<file path="src/rtl/dmem_arbiter.sv">
// ---------------------------------------------------------------------------
// dmem_arbiter
//   Shares the single data-memory port between the CPU load/store path and a
//   host loader/debug port. The CPU has priority. A CPU load takes two cycles:
//   the issue cycle stalls the CPU, and the data returns registered in the
//   following LD_DONE cycle. A starvation counter forces a host slot after
//   STARVE_LIM consecutive denied host cycles. The forced slot stalls the CPU.
//
// Ports
//   Clk, Rst                 clock, asynchronous active-high reset
//   Cpu_Req/We/Addr/WData    CPU access request, held until Cpu_Stall is low
//   Cpu_Stall                CPU must hold PC and inputs this cycle
//   Cpu_RData/Cpu_RValid     registered load data, 1-cycle valid pulse
//   Host_Req/We/Addr/WData   host access request, stable while Host_Req is high
//   Host_Gnt                 host access performed this cycle
//   Host_RData/Host_RValid   registered read data, valid the cycle after Gnt
//   Mem_Addr/WData/We        to DataMemoryUnit
//   Mem_RData                from DataMemoryUnit (combinational read)
// ---------------------------------------------------------------------------
module dmem_arbiter #(
  parameter int ADDR_W     = 16,
  parameter int DATA_W     = 16,
  parameter int STARVE_LIM = 4
) (
  input  logic              Clk,
  input  logic              Rst,
  input  logic              Cpu_Req,
  input  logic              Cpu_We,
  input  logic [ADDR_W-1:0] Cpu_Addr,
  input  logic [DATA_W-1:0] Cpu_WData,
  output logic              Cpu_Stall,
  output logic [DATA_W-1:0] Cpu_RData,
  output logic              Cpu_RValid,
  input  logic              Host_Req,
  input  logic              Host_We,
  input  logic [ADDR_W-1:0] Host_Addr,
  input  logic [DATA_W-1:0] Host_WData,
  output logic              Host_Gnt,
  output logic [DATA_W-1:0] Host_RData,
  output logic              Host_RValid,
  output logic [ADDR_W-1:0] Mem_Addr,
  output logic [DATA_W-1:0] Mem_WData,
  output logic              Mem_We,
  input  logic [DATA_W-1:0] Mem_RData
);

  localparam int                 CNT_W   = $clog2(STARVE_LIM + 1);
  localparam logic [CNT_W-1:0]   CNT_MAX = CNT_W'(STARVE_LIM);

  typedef enum logic {
    IDLE    = 1'b0,  // no CPU load in flight
    LD_DONE = 1'b1   // CPU load data returned this cycle; memory port free
  } state_t;

  state_t              state_q, state_d;
  logic [CNT_W-1:0]    starve_q, starve_d;
  logic [DATA_W-1:0]   cpu_rdata_q, cpu_rdata_d;
  logic                cpu_rvalid_q, cpu_rvalid_d;
  logic [DATA_W-1:0]   host_rdata_q, host_rdata_d;
  logic                host_rvalid_q, host_rvalid_d;

  logic cpu_cand, force_host, host_gnt, cpu_gnt, cpu_load_gnt, host_read_gnt;

  always_comb begin
    // NOTE: every signal written here gets a default first, so no path leaves
    // a value unassigned and no latch is inferred.
    cpu_cand      = 1'b0;
    force_host    = 1'b0;
    host_gnt      = 1'b0;
    cpu_gnt       = 1'b0;
    cpu_load_gnt  = 1'b0;
    host_read_gnt = 1'b0;
    Mem_Addr      = '0;
    Mem_WData     = '0;
    Mem_We        = 1'b0;
    Cpu_Stall     = 1'b0;
    state_d       = IDLE;
    starve_d      = '0;
    cpu_rdata_d   = cpu_rdata_q;
    cpu_rvalid_d  = 1'b0;
    host_rdata_d  = host_rdata_q;
    host_rvalid_d = 1'b0;

    // In LD_DONE the CPU's held request is the load that just completed, so
    // it is not a candidate and the port is free for the host.
    cpu_cand   = Cpu_Req & (state_q == IDLE);
    force_host = Host_Req & (starve_q == CNT_MAX);
    host_gnt   = Host_Req & (force_host | ~cpu_cand);
    cpu_gnt    = cpu_cand & ~host_gnt;

    if (host_gnt) begin
      Mem_Addr  = Host_Addr;
      Mem_WData = Host_WData;
      Mem_We    = Host_We;
    end else if (cpu_gnt) begin
      Mem_Addr  = Cpu_Addr;
      Mem_WData = Cpu_WData;
      Mem_We    = Cpu_We;
    end

    // Stall when arbitration is lost, and always on a load's issue cycle.
    Cpu_Stall = cpu_cand & (~cpu_gnt | ~Cpu_We);

    cpu_load_gnt  = cpu_gnt & ~Cpu_We;
    host_read_gnt = host_gnt & ~Host_We;

    if (cpu_load_gnt) begin
      state_d     = LD_DONE;
      cpu_rdata_d = Mem_RData;
    end
    cpu_rvalid_d = cpu_load_gnt;

    if (host_read_gnt) begin
      host_rdata_d = Mem_RData;
    end
    host_rvalid_d = host_read_gnt;

    // Count consecutive denied host cycles; any grant or idle host clears it.
    if (Host_Req & ~host_gnt) begin
      starve_d = (starve_q == CNT_MAX) ? starve_q : starve_q + 1'b1;
    end
  end

  // NOTE: state registers use non-blocking assignments so every register
  // samples the pre-edge values computed above, independent of block order.
  always_ff @(posedge Clk or posedge Rst) begin
    if (Rst) begin
      state_q       <= IDLE;
      starve_q      <= '0;
      cpu_rdata_q   <= '0;
      cpu_rvalid_q  <= 1'b0;
      host_rdata_q  <= '0;
      host_rvalid_q <= 1'b0;
    end else begin
      state_q       <= state_d;
      starve_q      <= starve_d;
      cpu_rdata_q   <= cpu_rdata_d;
      cpu_rvalid_q  <= cpu_rvalid_d;
      host_rdata_q  <= host_rdata_d;
      host_rvalid_q <= host_rvalid_d;
    end
  end

  assign Host_Gnt    = host_gnt;
  assign Cpu_RData   = cpu_rdata_q;
  assign Cpu_RValid  = cpu_rvalid_q;
  assign Host_RData  = host_rdata_q;
  assign Host_RValid = host_rvalid_q;

endmodule
</file>
<file path="config.mk">
export PLATFORM = sky130hd
export DESIGN_NAME = dmem_arbiter
export DESIGN_NICKNAME = d
export VERILOG_FILES = /design/src/rtl/dmem_arbiter.sv
export SDC_FILE = /design/constraint.sdc
export NUM_CORES = 1
export LEC_CHECK = 0
export CORE_ASPECT_RATIO = 1.25
export CORE_UTILIZATION = 38
export CTS_BUF_LIST = sky130_fd_sc_hd__clkbuf_4
export CTS_CLUSTER_SIZE = 14
export DETAILED_ROUTE_END_ITERATION = 7
export HOLD_SLACK_MARGIN = 0.1
export MAX_ROUTING_LAYER = met4
export PLACE_DENSITY = 0.86
export SYNTH_ARGS = -nofsm -noshare
export SYNTH_HDL_FRONTEND = slang
export SYNTH_SLANG_ARGS = --single-unit
</file>
<file path="constraint.sdc">
create_clock -name Clk -period 2.67 [get_ports Clk]
set_input_delay 0.4005 -clock Clk [delete_from_list [all_inputs] [get_ports Clk]]
set_output_delay 0.4005 -clock Clk [all_outputs]
set_load 0.02 [all_outputs]
</file>
Word level (Yosys, flattened, before mapping)
Index checks and enable logic that the tools add are counted.
{"block": "totals", "regBits": 38, "input_bits": 86, "out_inout_bits": 69, "elab_cells": 34}
{"block": "op_classes", "n_addsub": 1, "n_eq_ne": 2, "muxes": 9, "bitwise_logic": 16}
{"op": "16-bit 2-to-1 mux", "n": 4}
{"op": "1-bit AND", "n": 8}
{"op": "3-bit 2-to-1 mux", "n": 2}
{"op": "1-bit inverter", "n": 6}
{"op": "3-bit by 1-bit adder with 3-bit output (second input constant)", "n": 1}
{"op": "3-bit equality test (second input constant)", "n": 1}
{"op": "1-bit 2-to-1 mux", "n": 3}
{"op": "2-bit != test (second input constant)", "n": 1}
{"op": "1-bit OR", "n": 2}

Depth between registers and ports, before layout
Gate-level depths: netlist (run 1).
{"block": "depth", "ltp_word": 10, "mapped_depth": 7, "depth_no_buf": 5}

Worst setup path before layout (run 1)
Ideal clock, no wire load.
{"block": "synth_timing", "kind": "reg2out", "startpoint": "reg starve_q[0]", "endpoint": "out Mem_Addr[15]", "t_arrival_ns": 1.577, "t_required_ns": 2.270, "slack_ns": 0.692, "stages_incl_launch_ff": 7, "n_path_buf": 1, "path_cell_list": "dfrtp_1 inv_1 ha_1 nand3_4 and2_1 buf_2 o21ai_0"}
{"block": "synth_via", "elab_chain_cells": 8}
{"element": "start: declaration", "line": "56", "rtl": "logic [CNT_W-1:0] starve_q, starve_d;"}
{"element": "start signal: assignment", "line": "136", "rtl": "starve_q <= starve_d;"}
{"element": "3-bit equality test (*)", "line": "87", "rtl": "force_host = Host_Req & (starve_q == CNT_MAX);"}
{"element": "1-bit AND (*)", "line": "87"}
{"element": "1-bit OR (*)", "line": "88", "rtl": "host_gnt = Host_Req & (force_host | ~cpu_cand);"}
{"element": "1-bit AND (*)", "line": "88"}
{"element": "1-bit inverter", "line": "89", "rtl": "cpu_gnt = cpu_cand & ~host_gnt;"}
{"element": "1-bit AND", "line": "89"}
{"element": "16-bit 2-to-1 mux", "line": "95", "rtl": "end else if (cpu_gnt) begin"}
{"element": "16-bit 2-to-1 mux (*)", "line": "91", "rtl": "if (host_gnt) begin"}
{"element": "end: declaration", "line": "41", "rtl": "output logic [ADDR_W-1:0] Mem_Addr,"}
Mark *: on every way between the ends. The rest lies on a longest branch, timed or not.

Final worst setup path (run 1)
{"block": "layout_timing", "startpoint": "reg starve_q[0]", "endpoint": "out Cpu_Stall"}
{"block": "layout_via", "elab_chain_cells": 9}
{"element": "3-bit equality test", "line": "87"}
{"element": "1-bit AND", "line": "87"}
{"element": "1-bit OR", "line": "88"}
{"element": "1-bit AND", "line": "88"}
{"element": "1-bit inverter", "line": "89"}
{"element": "1-bit AND", "line": "89"}
{"element": "1-bit inverter", "line": "102", "rtl": "Cpu_Stall = cpu_cand & (~cpu_gnt | ~Cpu_We);"}
{"element": "1-bit OR", "line": "102"}
{"element": "1-bit AND", "line": "102"}
{"element": "end: declaration", "line": "31", "rtl": "output logic Cpu_Stall,"}
No other way between the ends.

==> results of run 1 <==
## routing by layer
metal | up-vias | global-route usage, %
met3 | 10 | 6.048
met1 | 958 | 22.76
met4 | 0 | 7.386
met2 | 101 | 36.99
li1 | 1010 | -
met5 | - | -
## metrics by stage
stage	hold WS [ps]	instance area, sq um
floorplan	542.7	2096
CTS	466.8	3744
global route	515.7	3794
finish	445.2	3794
detailed placement	491.2	3705
global placement	486.4	3705
## how the worst max path moves through the flow
stage                      startpoint  slack, ps  cells past startpoint            end
after global routing      starve_q[1]         40                      7      Cpu_Stall
final                     starve_q[0]        120                      7      Cpu_Stall
after CTS                 starve_q[1]          2                      7  Mem_WData[13]
after floorplan           starve_q[0]        690                      6   Mem_Addr[15]
after detailed placement     Host_Req         40                      6         Mem_We
after global placement       Host_Req         40                      6         Mem_We
## Yosys cell counts
cell type  count  area, sq um
dfrtp_1       37        925.9
nand2_1       35        131.4
nand3_1       33        165.2
o21ai_1       30        150.1
mux2_4        18        270.3
mux2_2        14        157.7
clkbuf_1       9        33.78
buf_6          5        56.30
inv_1          4        15.01
and2_1         3        18.77
and3_1         3        18.77
o21ai_0        3        15.01
buf_2          2        10.01
ha_1           2        25.02
a21oi_4        1        16.27
buf_12         1        20.02
nand2b_1       1        6.260
nand3_4        1        17.52
nand3b_4       1        20.02
nor2b_4        1        13.76
xor2_1         1        8.760
## cells by family (layout without fill, tap and decap cells)
group / after synthesis / after routing
AND/OR/NAND/NOR: 78 / 78
flip-flops: 37 / 37
AO/OA/AOI/OAI: 34 / 34
multiplexers: 32 / 32
buffers and inverters: 21 / 174
adder cells (fa/ha/maj): 2 / 2
XOR/XNOR: 1 / 1
## state kept, by name (all words and copies together), names as in the netlist
| register | count |
|---|---|
| Host_RData | 16 |
| Cpu_RData | 16 |
| Host_RValid | 1 |
| Cpu_RValid | 1 |
| starve_q | 3 |
## final cells by class
cell class / count / area [sq um] / share of cell area [%]
repair buffers: 162 / 1685 / 44.43
inverters: 4 / 15.01 / 0.3958
flip-flops and latches: 37 / 925.9 / 24.41
multi-input cells: 147 / 1035 / 27.28
clock buffers: 6 / 45.04 / 1.187
well taps: 62 / 77.57 / 2.045
clock inverters: 2 / 10.01 / 0.2639
## worst register-to-register path, stage by stage, from the launching register on
cell	delay, ps
dfrtp_1	370
inv_1	60
ha_1	230
nand3_4	100
buf_12	190
nand3b_4	290
mux2_4	390
## power groups by stage
stage                     sequential (uW)  clock [uW]  combinational, uW
final                                 704         289                820
after global routing                  716         316                868
after detailed placement              714           0                843
after CTS                             705         299                834
after global placement                711           0                832
after floorplan                       826           0                284
## what timing repair did
item	in CTS	in global routing
setup endpoints to repair	13	20
setup buffers	0	0
resized for setup	13	20
==> run summary, run 1 <==
outcome = finished, final reports clean
Synth-to-Final Area Change = 81.02%
crit-path max cell delay = 600 ps
leak pwr = 0.001889 uW
clk root buf = clkbuf_4
Simple-Gate Fraction of Synth Area = 18.69%
wire length on met2 = 3.092 mm
CTS tree = built
Reg-to-Reg End = Cpu_RData[7]
fin cells = 420
pre-CTS WS = 40.38 ps
Final ANT Viol Nets = 0
Initial Util = 40.39%
Fillers = 387
Clk pin slew, worst setup/hold paths = 120 ps
Seq/Total Area, Yosys = 44.18%
top sig layer = met4
DRT Pass-1 Iters = 5
routed vias = 2079
Net Sw Power = 587.4 uW
nets = 445
die width = 68.43 um
CTS Hold Bufs = 0
Syn Inst Count = 205
Worst Path Max Fanout = 35
R2R cell count = 6
worst min path class = in -> async
Register-to-Register Setup Slack = 920 ps
largest net degree at the start of global routing = 39
Post-Syn Nets = 293
PnR Total Power = 1814 uW
Synth Warn # = 0
setup ws final = 118.5 ps
Antenna Cells = 0
routed wl met3 = 751 um
sw frac = 32.38%
htree depth = 2
reg2reg start = starve_q[0]
DRT met1 WL = 2.304 mm
Num CTS Buffers = 5
#FFs+latches synth = 37
fmax = 391.9 MHz
clock power share = 15.9%
largest family of logic cells by synthesized area = multiplexers
Clock Skew = 14.96 ps
vias in the first global route = 2023
Worst setup SP type = flip-flop
Setup CP Type = reg -> out
layout cell share with drive strength beyond 1 = 14.53%
Setup crit end kind = output pin
Adder-Cell Fraction of Synth Area = 1.194%
xor and xnor area share after synthesis = 0.4179%
drt total wl = 6.254 mm
IO buf count = 154
Die Span Y = 85.03 um
GRT Util Overall = 21.47%
number of max-cap violations = 0
mux share of post-synthesis cell area = 20.42%
most common cell after layout, fill and taps aside = clkdlybuf4s50_1
final core occ = 73.11%
DRC viols = 0
unique cell type count in the Yosys netlist = 21
CP Data Required Time = 2270 ps
Worst Tran Pin Value = 450.5 ps
maximum clock path buffer count = 2
final hold violations = 0
Flop pwr share = 38.8%
Comb power frac = 45.2%
Pwr Density = 478.1 nW/um^2
setup TNS = 0 ps
VDD IR max = 479.1 uV
crit-path cells = inv_1, ha_1, nand3_4, buf_12, nand3_1, and2_1, clkdlybuf4s50_1
routed len/inst = 14.89 um
Core Area = 5189 sq um
antenna violations before repair = 0
Vias/cell = 4.950
placed cells = 412
slew margin rel. = 69.96%
DR iter-0 viols = 85
Rows = 29
compound-cell area share of the yosys netlist = 8.657%
CP max-delay cell = clkdlybuf4s50_1
Slew Viols, Final = 0
crit path DAT = 2150 ps
post-DP HPWL = 4.663 mm
Die ar. = 5818 sq um
cell family with most CP delay = buffers and inverters
Boundary Pins = 155
most frequent cells in the layout = 121 x clkdlybuf4s50_1, 37 x dfrtp_1, 35 x nand2_1, 33 x nand3_1, 30 x o21ai_1
# setup viols final = 0
RSZ-0062 raised after global routing = no
Crit path buffers/inverters = 3
P_int = 1226 uW
Final min period = 2551 ps
Final Cycle Share = 95.56%
CTS Sinks = 37
total grt overflow = 0
clk_lat worst skew = 340 ps
syn_area_per_cell = 10.22 sq um
first-pass GRT wire length = 9.121 mm
routability cong. = 0.7311
Post-Synthesis Cell Area = 2096 sq um
Power figures use the tool's default switching activity.
==> run 2: changes to the inputs <==
SKIP_CTS_REPAIR_TIMING = 1   (was unset)
==> run 2 against run 1 <==
Against the previous run: worst setup slack about the same; total power up 0.51%; design area up 1.3%; final cell count unchanged; via count up 0.72%; highest routed layer unchanged; die area unchanged; clock-buffer cell count unchanged; first-iteration DRC count up 14%; hold slack better by 2.9 ps.
==> run summary, run 2 (synthesis gave the netlist of run 1 again) <==
outcome = finished, final reports clean
RSZ-0062 raised after global routing = no
Fillers = 377 (-2.6%)
first-pass GRT wire length = 9.149 mm (+0.31%)
Initial Util = 40.39% (unchanged)
P_int = 1235 uW (+0.70%)
Comb power frac = 45.5% (+0.3 points)
DR iter-0 viols = 97 (+14%)
CP max-delay cell = clkdlybuf4s50_1
VDD IR max = 479.5 uV (about the same)
placed cells = 412 (unchanged)
post-DP HPWL = 4.663 mm (unchanged)
routed vias = 2094 (+0.72%)
Clk pin slew, worst setup/hold paths = 120 ps (about the same)
Boundary Pins = 155 (unchanged)
Crit path buffers/inverters = 3 (unchanged)
drt total wl = 6.256 mm (about the same)
Synth-to-Final Area Change = 83.34%
Final min period = 2552 ps (+0.1230 ps)
die width = 68.43 um (unchanged)
fmax = 391.9 MHz (about the same)
IO buf count = 154 (unchanged)
Num CTS Buffers = 5 (unchanged)
antenna violations before repair = 0 (unchanged)
clk root buf = clkbuf_4
crit-path cells = inv_1, ha_1, nand3_4, buf_12, nand3_1, and2_1, clkdlybuf4s50_1
Setup CP Type = reg -> out
PnR Total Power = 1823 uW (+0.51%)
nets = 445 (unchanged)
most frequent cells in the layout = 121 x clkdlybuf4s50_1, 37 x dfrtp_1, 35 x nand2_1, 33 x nand3_1, 33 x dlymetal6s2s_1
Net Sw Power = 588.1 uW (+0.12%)
DRC viols = 0 (unchanged)
cell family with most CP delay = buffers and inverters
Worst setup SP type = flip-flop
routability cong. = 0.7311 (unchanged)
Worst Path Max Fanout = 35 (unchanged)
GRT Util Overall = 21.53% (+0.056 points)
final hold violations = 0 (unchanged)
# setup viols final = 0 (unchanged)
crit-path max cell delay = 600 ps (about the same)
Slew Viols, Final = 0 (unchanged)
Die ar. = 5818 sq um (unchanged)
routed len/inst = 14.90 um (about the same)
Setup crit end kind = output pin
slew margin rel. = 69.69% (-0.27 points)
Final ANT Viol Nets = 0 (unchanged)
maximum clock path buffer count = 2 (unchanged)
layout cell share with drive strength beyond 1 = 14.53% (unchanged)
sw frac = 32.26% (-0.13 points)
largest net degree at the start of global routing = 39 (unchanged)
clock power share = 15.9% (about the same)
worst min path class = in -> async
CTS Sinks = 37 (unchanged)
design area = 3842 sq um (+1.3%)
clk_lat worst skew = 340 ps (about the same)
Clock Skew = 14.87 ps (-0.08780 ps)
most common cell after layout, fill and taps aside = clkdlybuf4s50_1
fin cells = 420 (unchanged)
Final Cycle Share = 95.57% (about the same)
Cell Area, Placed = 3705 sq um (unchanged)
number of max-cap violations = 0 (unchanged)
total grt overflow = 0 (unchanged)
DRT Pass-1 Iters = 4 (-1)
reg2reg start = starve_q[0]
final core occ = 74.05% (+0.94 points)
Antenna Cells = 0 (unchanged)
Core Area = 5189 sq um (unchanged)
crit path DAT = 2150 ps (about the same)
CP Data Required Time = 2270 ps (about the same)
htree depth = 2 (unchanged)
Vias/cell = 4.986 (+0.72%)
CTS tree = built
Pwr Density = 474.5 nW/um^2 (-0.76%)
Flop pwr share = 38.6% (-0.2 points)
Worst Tran Pin Value = 454.6 ps (+4.085 ps)
CP Launch Point = starve_q[0]
Rows = 29 (unchanged)
vias in the first global route = 2020 (-0.15%)
leak pwr = 0.002019 uW (+6.9%)
Die Span Y = 85.03 um (unchanged)
[run 2: cell types whose count changed in the layout (fill, tap and decap cells not counted), sizes merged]
cell / before / now
dlygate4sd2: 13 / 0
dlymetal6s2s: 20 / 33
[run 2: path summary, 6_finish.rpt]
path,endpoint,slack (ps),cells after the start
max,Cpu_Stall,120,7
max reg2reg,Cpu_RData[7],920,6
min in group Clk,Host_RData[9],510,1
min,Host_RData[2],450,3
min reg2reg,Host_RData[9],510,1
max in group asynchronous,Host_RData[9],1880,3
[run 2: power groups by stage]
stage               sequential, uW  clock, uW  combinational [uW]
floorplan                      826          0                 284
global placement               711          0                 832
detailed placement             714          0                 843
CTS                            705        299                 846
global route                   716        316                 877
finish                         704        290                 829
[run 2: layout make-up]
class	instances	area (sq um)	share of cell area [%]
flip-flops and latches	37	925.9	24.10
clock inverters	2	10.01	0.2605
multi-input cells	147	1035	26.93
well taps	62	77.57	2.019
clock buffers	6	45.04	1.172
inverters	4	15.01	0.3908
repair buffers	162	1734	45.13
[run 2: worst register-to-register path: stages (launching register included)]
cell and delay (ps):
dfrtp_1 370, inv_1 60, ha_1 230, nand3_4 100, buf_12 190, nand3b_4 290, mux2_4 390
[run 2: through the flow]
step | worst slack, ps | TNS (ps) | hold WS, ps
floorplan | 692.4 | 0 | 542.7
global placement | 42.31 | 0 | 486.4
detailed placement | 40.38 | 0 | 491.2
CTS | -87.69 | -257.9 | 466.8
global route | 39.12 | 0 | 515.7
finish | 118.4 | 0 | 448.1
[run 2: routing by layer]
metal | vias up | wire [um] | track usage (%)
met5 | - | 0 | -
met4 | 0 | 128 | 7.386
met3 | 12 | 714 | 5.914
met2 | 104 | 3102 | 37.08
met1 | 968 | 2311 | 22.93
li1 | 1010 | - | -
